[config.mk]
export PLATFORM = sky130hd
export DESIGN_NAME = sprite_line_drawer_flat
export DESIGN_NICKNAME = d
export VERILOG_FILES = /design/src/rtl/sprite_line_drawer_if.sv /design/src/rtl/sprite_line_drawer.sv /design/src/flat_wrapper.sv
export SDC_FILE = /design/constraint.sdc
export NUM_CORES = 2
export LEC_CHECK = 0
export ABC_AREA = 1
export ABC_CLOCK_PERIOD_IN_PS = 48400
export CAP_MARGIN = 20
export CORE_MARGIN = 5
export CORE_UTILIZATION = 40
export DETAILED_ROUTE_END_ITERATION = 16
export GPL_ROUTABILITY_DRIVEN = 0
export PLACE_DENSITY = 0.6
export SLEW_MARGIN = 40
export SYNTH_ARGS = -nofsm -noshare
export SYNTH_HDL_FRONTEND = slang
export SYNTH_SLANG_ARGS = --single-unit
[constraint.sdc]
create_clock -name clk -period 48.4 [get_ports clk]
set_input_delay 12.1 -clock clk [delete_from_list [all_inputs] [get_ports clk]]
set_output_delay 12.1 -clock clk [all_outputs]
set_load 0.02 [all_outputs]
[src/rtl/sprite_line_drawer_if.sv]
// Draw-request channel between the sprite front-end (master) and the line drawer (slave).
// The request is a single-cycle draw_req pulse with its fields. The master may pulse it only while busy is low.
// busy rises combinationally with draw_req, so the request is accepted in that same cycle.
// draw_done pulses on the last pixel slot of the request. req_overrun latches any request that arrives while the drawer is occupied.
interface sprite_line_drawer_if;
   logic       draw_req;
   logic [9:0] col_base;
   logic       flip;
   logic [7:0] frame_id;
   logic [3:0] row_off;
   logic       busy;
   logic       draw_done;
   logic       req_overrun;

   modport master (
      output draw_req, col_base, flip, frame_id, row_off,
      input  busy, draw_done, req_overrun
   );

   modport slave (
      input  draw_req, col_base, flip, frame_id, row_off,
      output busy, draw_done, req_overrun
   );
endinterface

[src/rtl/sprite_line_drawer.sv]
// Sprite row drawer: fetches 16 pattern pixels per request and writes the opaque,
// on-screen, not-yet-claimed ones into the line buffer (first writer wins per line).
module sprite_line_drawer #(
   parameter int PIXW     = 8,
   parameter int SCREEN_W = 640,
   parameter int SPR_W    = 16
) (
   input  logic                 clk,
   input  logic                 reset,
   input  logic                 start_row,
   sprite_line_drawer_if.slave  drw,
   output logic [15:0]          rom_addr,
   input  logic [PIXW-1:0]      rom_data,
   output logic                 lb_we,
   output logic [9:0]           lb_addr,
   output logic [PIXW-1:0]      lb_wdata,
   output logic [1:0]           dbg_state
);

   typedef enum logic [1:0] {
      S_IDLE  = 2'd0,
      S_FETCH = 2'd1,
      S_DRAIN = 2'd2
   } state_t;

   state_t state_q, state_d;

   logic [9:0]      col_q;
   logic            flip_q;
   logic [7:0]      frame_q;
   logic [3:0]      row_q;
   logic [3:0]      px_q;
   logic            s1_valid_q;
   logic            s1_last_q;
   logic [10:0]     s1_x_q;
   logic [1023:0]   occ_q;
   logic [9:0]      lb_addr_q;
   logic [PIXW-1:0] lb_wdata_q;
   logic            overrun_q;
   logic            accept;
   logic            fetch_last;
   logic [3:0]      px_col;
   logic [10:0]     x_next;

   assign accept     = drw.draw_req && !start_row && (state_q == S_IDLE);
   assign fetch_last = (state_q == S_FETCH) && (px_q == 4'(SPR_W - 1));
   assign px_col     = flip_q ? (4'(SPR_W - 1) - px_q) : px_q;
   assign x_next     = {1'b0, col_q} + 11'(px_col);

   assign drw.busy        = drw.draw_req || (state_q != S_IDLE);
   assign drw.req_overrun = overrun_q;
   assign drw.draw_done   = s1_valid_q && s1_last_q && !start_row;
   assign rom_addr        = {frame_q, row_q, px_q};
   assign dbg_state       = state_q;

   // Write stage: the ROM word for the pixel in s1 arrives this cycle.
   assign lb_we    = s1_valid_q && !start_row && (rom_data != '0) &&
                     (s1_x_q < 11'(SCREEN_W)) && !occ_q[s1_x_q[9:0]];
   assign lb_addr  = lb_we ? s1_x_q[9:0] : lb_addr_q;
   assign lb_wdata = lb_we ? rom_data : lb_wdata_q;

   always_ff @(posedge clk or posedge reset) begin
      if (reset) state_q <= S_IDLE;
      else       state_q <= state_d;
   end

   always_comb begin
      state_d = state_q;
      if (start_row) begin
         state_d = S_IDLE;
      end else begin
         case (state_q)
            S_IDLE:  if (drw.draw_req) state_d = S_FETCH;
            S_FETCH: if (fetch_last) state_d = S_DRAIN;
            S_DRAIN: state_d = S_IDLE;
            default: state_d = S_IDLE;
         endcase
      end
   end

   always_ff @(posedge clk or posedge reset) begin
      if (reset) begin
         col_q      <= '0;
         flip_q     <= 1'b0;
         frame_q    <= '0;
         row_q      <= '0;
         px_q       <= '0;
         s1_valid_q <= 1'b0;
         s1_last_q  <= 1'b0;
         s1_x_q     <= '0;
         occ_q      <= '0;
         lb_addr_q  <= '0;
         lb_wdata_q <= '0;
         overrun_q  <= 1'b0;
      end else begin
         if (accept) begin
            col_q   <= drw.col_base;
            flip_q  <= drw.flip;
            frame_q <= drw.frame_id;
            row_q   <= drw.row_off;
            px_q    <= '0;
         end else if (start_row) begin
            px_q <= '0;
         end else if (state_q == S_FETCH) begin
            px_q <= px_q + 4'd1;
         end

         s1_valid_q <= !start_row && (state_q == S_FETCH);
         s1_last_q  <= fetch_last;
         s1_x_q     <= x_next;

         if (start_row)  occ_q <= '0;
         else if (lb_we) occ_q[s1_x_q[9:0]] <= 1'b1;

         if (lb_we) begin
            lb_addr_q  <= s1_x_q[9:0];
            lb_wdata_q <= rom_data;
         end

         // A request dropped by start_row is not an overrun.
         if (drw.draw_req && !start_row && (state_q != S_IDLE)) overrun_q <= 1'b1;
      end
   end

endmodule

[src/flat_wrapper.sv]
// flat-port wrapper written by rule: the top's interface ports become plain ports
module sprite_line_drawer_flat 
#(
   parameter int PIXW     = 8,
   parameter int SCREEN_W = 640,
   parameter int SPR_W    = 16
)
  (clk, reset, start_row, rom_addr, rom_data, lb_we, lb_addr, lb_wdata, dbg_state, drw_draw_req, drw_col_base, drw_flip, drw_frame_id, drw_row_off, drw_busy, drw_draw_done, drw_req_overrun);
  sprite_line_drawer_if drw_i ();
  input  logic clk;
  input  logic reset;
  input  logic start_row;
  output logic [15:0] rom_addr;
  input  logic [PIXW-1:0] rom_data;
  output logic lb_we;
  output logic [9:0] lb_addr;
  output logic [PIXW-1:0] lb_wdata;
  output logic [1:0] dbg_state;
  input wire logic [$bits(drw_i.draw_req)-1:0] drw_draw_req;
  input wire logic [$bits(drw_i.col_base)-1:0] drw_col_base;
  input wire logic [$bits(drw_i.flip)-1:0] drw_flip;
  input wire logic [$bits(drw_i.frame_id)-1:0] drw_frame_id;
  input wire logic [$bits(drw_i.row_off)-1:0] drw_row_off;
  output wire logic [$bits(drw_i.busy)-1:0] drw_busy;
  output wire logic [$bits(drw_i.draw_done)-1:0] drw_draw_done;
  output wire logic [$bits(drw_i.req_overrun)-1:0] drw_req_overrun;
  assign drw_i.draw_req = drw_draw_req;
  assign drw_i.col_base = drw_col_base;
  assign drw_i.flip = drw_flip;
  assign drw_i.frame_id = drw_frame_id;
  assign drw_i.row_off = drw_row_off;
  assign drw_busy = drw_i.busy;
  assign drw_draw_done = drw_i.draw_done;
  assign drw_req_overrun = drw_i.req_overrun;
  sprite_line_drawer #(.PIXW(PIXW), .SCREEN_W(SCREEN_W), .SPR_W(SPR_W)) u_core (.clk(clk), .reset(reset), .start_row(start_row), .drw(drw_i), .rom_addr(rom_addr), .rom_data(rom_data), .lb_we(lb_we), .lb_addr(lb_addr), .lb_wdata(lb_wdata), .dbg_state(dbg_state));
endmodule
; ---- Word level (Yosys, flattened, before mapping)
; Index checks and enable logic that the tools add are counted.
[word_totals]
wordCells = 61
mem_count = 0
mem_bits_ro = 0
latch_bits = 0
mem_bits_rw = 0
regBits = 1085
[classes]
magnitude_cmp = 3
bitwise = 1
div = 0
n_mux = 16
n_mul = 0
addsub = 3
n_shift = 0
eq_ne = 4
n_reduce_logical = 21
[op_table]
columns = operator, count
row1 = two-way mux 1024 bit, 2
row2 = bitwise OR 1024 bit, 1
row3 = two-way mux 4 bit, 4
row4 = logical AND 1 bit, 12
row5 = adder 10 x 4 -> 11 bit, 1
row6 = < comparator 10 x 11 -> 1 bit (second input constant), 1
row7 = < comparator 11 x 10 -> 1 bit (second input constant), 1
row8 = binary-select mux 1 bit (select 10 bit), 1
row9 = demux 1 bit (select 10 bit), 1
row10 = greater-or-equal comparator 10 x 1 -> 1 bit (second input constant), 1
row11 = two-way mux 10 bit, 1
row12 = two-way mux 8 bit, 1
row13 = nonzero test 8 bit, 1
row14 = two-way mux 2 bit, 3
row15 = adder 4 x 1 -> 4 bit (second input constant), 1
row16 = == test 4 bit (second input constant), 1
row17 = one-hot mux 2 bit (2 select lines), 1
row18 = nonzero test 2 bit, 2
row19 = subtractor 4 bit (first input constant), 1
row20 = inequality test 3 x 2 -> 1 bit (second input constant), 1
row21 = inequality test 3 bit (second input constant), 1
row22 = nonzero test 3 bit, 1
row23 = == test 2 x 1 -> 1 bit (second input constant), 1
row24 = zero test 1 bit, 2
row25 = other kinds (4), 5

; ---- Depth between registers and ports, before layout
[logic_depth]
ltp_word = 7
mapped_depth = 26

; ---- Least setup slack after synthesis
; Ideal clock, no wire load.
[synth_path]
path_type = input-to-output
startpoint = input port start_row
endpoint = output port lb_addr[5]
stages = 10
required_time_ns = 36.300
arrival_ns = 13.658
slack_ns = 22.642
n_path_buf = 2
cell_sequence = inv_1 -> nand2_1 -> a211oi_1 -> a21boi_0 -> inv_1 -> nor2_1 -> nand2_1 -> buf_4 -> clkbuf_1 -> o21ai_0
[synth_between]
elab_chain_cells = 6
[synth_lines]
columns = element, line_no
row1 = start: declaration, flat_wrapper.sv:12  ; input logic start_row;
row2 = zero test 1 bit, sprite_line_drawer.sv:57  ; assign lb_we = s1_valid_q && !start_row && (rom_data != '0) &&
row3 = logical AND 1 bit (3 in series), sprite_line_drawer.sv:57
row4 = logical AND 1 bit, sprite_line_drawer.sv:58  ; (s1_x_q < 11'(SCREEN_W)) && !occ_q[s1_x_q[9:0]];
row5 = two-way mux 10 bit, sprite_line_drawer.sv:59  ; assign lb_addr = lb_we ? s1_x_q[9:0] : lb_addr_q;
row6 = end: declaration, flat_wrapper.sv:16  ; output logic [9:0] lb_addr;
; No other way between the ends.

; ---- Final worst setup path
[layout_path]
startpoint = input port start_row
endpoint = output port lb_addr[6]
; The elaborated chain is that of the path after synthesis.

==> results by group <==
Worst setup path
  – Reg2reg start: u_core.s1_x_q[1]$_DFF_PP0_
  – Worst R2R End: u_core.occ_q[453]$_DFFE_PP0P_
  – Largest stage delay, worst path: roughly 0.68 ns
  – Worst endpoint required time: 36.30 ns
  – FF-to-FF path depth: 20
  – R2R Setup Slk: 40.77 ns
  – CP Launch Point: start_row
  – Worst Path Max Fanout: ~140
  – CP Cell Sequence: clkbuf_8, inv_8, nand2_1, a211oi_1, a21boi_0, inv_1, nor2_1, nand2_4, buf_6, o21ai_0, clkdlybuf4s50_1
  – CP delay by family, top: buffers and inverters
  – Crit path capture type: output pin
  – Worst setup SP type: input pin
  – Critical path class: input pin to output pin
  – Buf+Inv Stages, Crit Path: 5
  – Critical-path top delay cell: inv_8
  – CP arrival: 16.05 ns

Clock network
  – CTS tree: built
  – Clock root buffer: clkbuf_16
  – Clock Sinks: ~960
  – Htree depth: 3
  – CTS Hold Bufs: 0
  – Worst-path clk slew: around 0.050 ns
  – Longest Clk Path Bufs: 3
  – Clk_lat worst skew: around 0.71 ns
  – Cts repair resizes: 0
  – Num CTS Buffers: around 110
  – Setup Buffers After CTS: 0

Yosys
  – FF+latch count, synth: ~960
  – Leading register cell type out of synthesis: dfrtp_1
  – Synth Warn #: 0
  – Synth Net Count: ~7000
  – Syn Inst Count: between 6000 and 7000
  – Synth cell types: 31
  – Seq/Total Area, Yosys: 0.478
  – Async S/R FF share, synth: 1.00
  – Syn_area_per_cell: slightly above 7 um^2
  – Number of flops mapped to enable cells by yosys: 0
  – Syn Std Cell Area: between 0.05 and 0.06 mm^2

Drt
  – DRT antenna net count: 0
  – Routed len/inst: approximately 19 um
  – Vias: 45263
  – Initial DRC count: 5253
  – DR pass1 iterations: 6
  – WL final: between 150000 and 200000 um
  – Drc violations: 0
  – DR vias/cell: 5.38

Power
  – Switching Share: 0.368
  – Power share of the clock group: 0.384
  – Power per Cell Area: 39.1 mW/mm^2
  – Comb power frac: 0.226
  – Flop pwr share: 0.390
  – Pint: roughly 0.0014 W
  – Tot Pwr: around 0.0022 W
  – Maximum vdd drop: roughly 0.000043 V
  – LEAKAGE: between 20 and 30 nW
  – P_sw: about 0.00079 W

Layout
  – Commonest non-fill, non-tap cell in the layout: nand2_1
  – Share of cells above drive strength 1: 0.0434
  – Commonest cells after routing, fill and taps aside: 2502 x nand2_1, 955 x dfrtp_1, 939 x nand3_1, 582 x o21ai_0, 521 x inv_1
  – Number of fill cells: about 12000
  – Util after Layout: 0.445
  – Area Overhead vs Synth: 10.1%
  – Post-Layout Cell Count: between 8000 and 9000
  – Post-layout nets: roughly 6700

Min path
  – Hold Crit Class: register to register
  – Min-Delay Startpoint: u_core.occ_q[994]$_DFFE_PP0P_
  – Hold path cells: 2
  – WHS Endpoint: u_core.occ_q[994]$_DFFE_PP0P_

Timing
  – Fin crit share: 0.582
  – F_max: roughly 36 MHz
  – Final min period: 28.15 ns
  – Final hold vios: 0
  – TNS Setup: 0 ns
  – Slew headroom: 0.367
  – Unrepaired setup endpoints after global routing: no
  – Final Max Slew Viols: 0
  – Slew @ Worst Pin: ~0.95 ns
  – Worst Skew: 0.0318 ns
  – Setup violators final: 0

Die
  – # IOs: 75
  – DIE WIDTH: 364 um
  – Core ar.: ~0.12 mm^2
  – Num rows: 129
  – Initial core utilization: 0.404
  – Chip height: 364 um
  – Total die area: roughly 0.13 mm^2

Placement
  – IO Port Bufs: 74
  – Placed insts: 8208
  – Hpwl dp: ~90000 um

Global routing
  – First-pass GRT wire length: 251000 um
  – Antenna violations before repair: 1
  – Pin count of the biggest net entering global routing: between 150 and 200
  – Total Routing Usage GR: 0.235
  – GRT overflow: 0
  – Vias in the first global route: 42515

Job
  – Max-cap violations: 0

Outcome
  – Outcome: finished clean
==> how the worst max path moves through the flow <==
stage | to | slack [ns] | depth (start not counted)
floorplan | u_core.col_q[0]$_DFFE_PP0P_ | 9.38 | 1
CTS | lb_addr[6] | 20.29 | 11
detailed placement | lb_addr[6] | 20.30 | 11
global placement | lb_addr[3] | 20.16 | 11
global route | lb_addr[8] | 20.01 | 11
finish | lb_addr[6] | 20.25 | 11
==> layer usage <==
layer,global-route usage,vias up,wire length (um)
met4,0.0713,0,4540
met1,0.339,21979,71400
met3,0.0377,236,11200
li1,-,21479,-
met2,0.367,1569,71000
met5,0,-,0
==> state kept, by name (all words and copies together), names as in the netlist, 4 cells and up <==
signal             flops
u_core.occ_q         896
u_core.row_q           4
u_core.s1_x_q         11
u_core.lb_addr_q      10
u_core.px_q            4
u_core.lb_wdata_q      8
u_core.col_q          10
u_core.frame_q         8
==> metrics by stage <==
step / setup WS (ns) / instance area [um^2] / hold slack, ns
final: 20.25 / 55200 / 0.469
after global routing: 20.01 / 55200 / 0.483
after CTS: 20.29 / 55100 / 0.475
after detailed placement: 20.30 / 51600 / 0.461
after global placement: 20.16 / 51300 / 0.455
after floorplan: 9.38 / 50100 / 0.442
==> worst register-to-register path: cells and delay by family (launching register included) <==
family,cells,cell delay (ns)
simple gates,10,1.48
flops,1,0.70
compound gates,2,0.58
buf+inv,8,4.67
==> Yosys cell counts (13+ instances only) <==
library cell / number / share of area
nand2_1: 2510 / 0.19
dfrtp_1: 957 / 0.48
nand3_1: 939 / 0.094
o21ai_0: 582 / 0.058
inv_1: 532 / 0.040
nor2_1: 428 / 0.032
clkbuf_1: 273 / 0.020
o21bai_1: 273 / 0.041
buf_2: 189 / 0.019
o21ai_1: 70 / 0.0070
a21oi_1: 57 / 0.0057
buf_1: 43 / 0.0032
buf_4: 27 / 0.0040
nand4_1: 16 / 0.0020
xor2_1: 13 / 0.0023
==> area by class of cell <==
| class | instances | area, um^2 | share of cell area |
|---|---|---|---|
| sequential | 957 | 24000 | 0.434 |
| multi-input combinational | 4920 | 21900 | 0.397 |
| clock buffer | 162 | 3180 | 0.0576 |
| tap | 1637 | 2050 | 0.0371 |
| inverter | 537 | 2050 | 0.0371 |
| timing repair buffer | 159 | 1660 | 0.0301 |
| clock inverter | 33 | 358 | 0.00648 |
| antenna | 2 | 5.00 | 0.0000907 |
==> power groups by stage <==
stage	clock network [W]	logic, W	registers [W]
3_5_place_dp	0	0.000480	0.000855
6_report	0.000828	0.000487	0.000841
3_3_place_gp	0	0.000475	0.000855
4_1_cts	0.000844	0.000481	0.000840
2_1_floorplan	0	0.000279	0.000840
5_1_grt	0.000878	0.000510	0.000843
==> cells by family after synthesis <==
kind of cell               share of synthesized area
AOI/OAI and AO/OA                              0.112
xor gates and xnor gates                     0.00262
adders and majority gates                    0.00165
buffers and inverters                         0.0875
DFF                                            0.478
and+or+nand+nor                                0.318
Power figures use the tool's default switching activity.
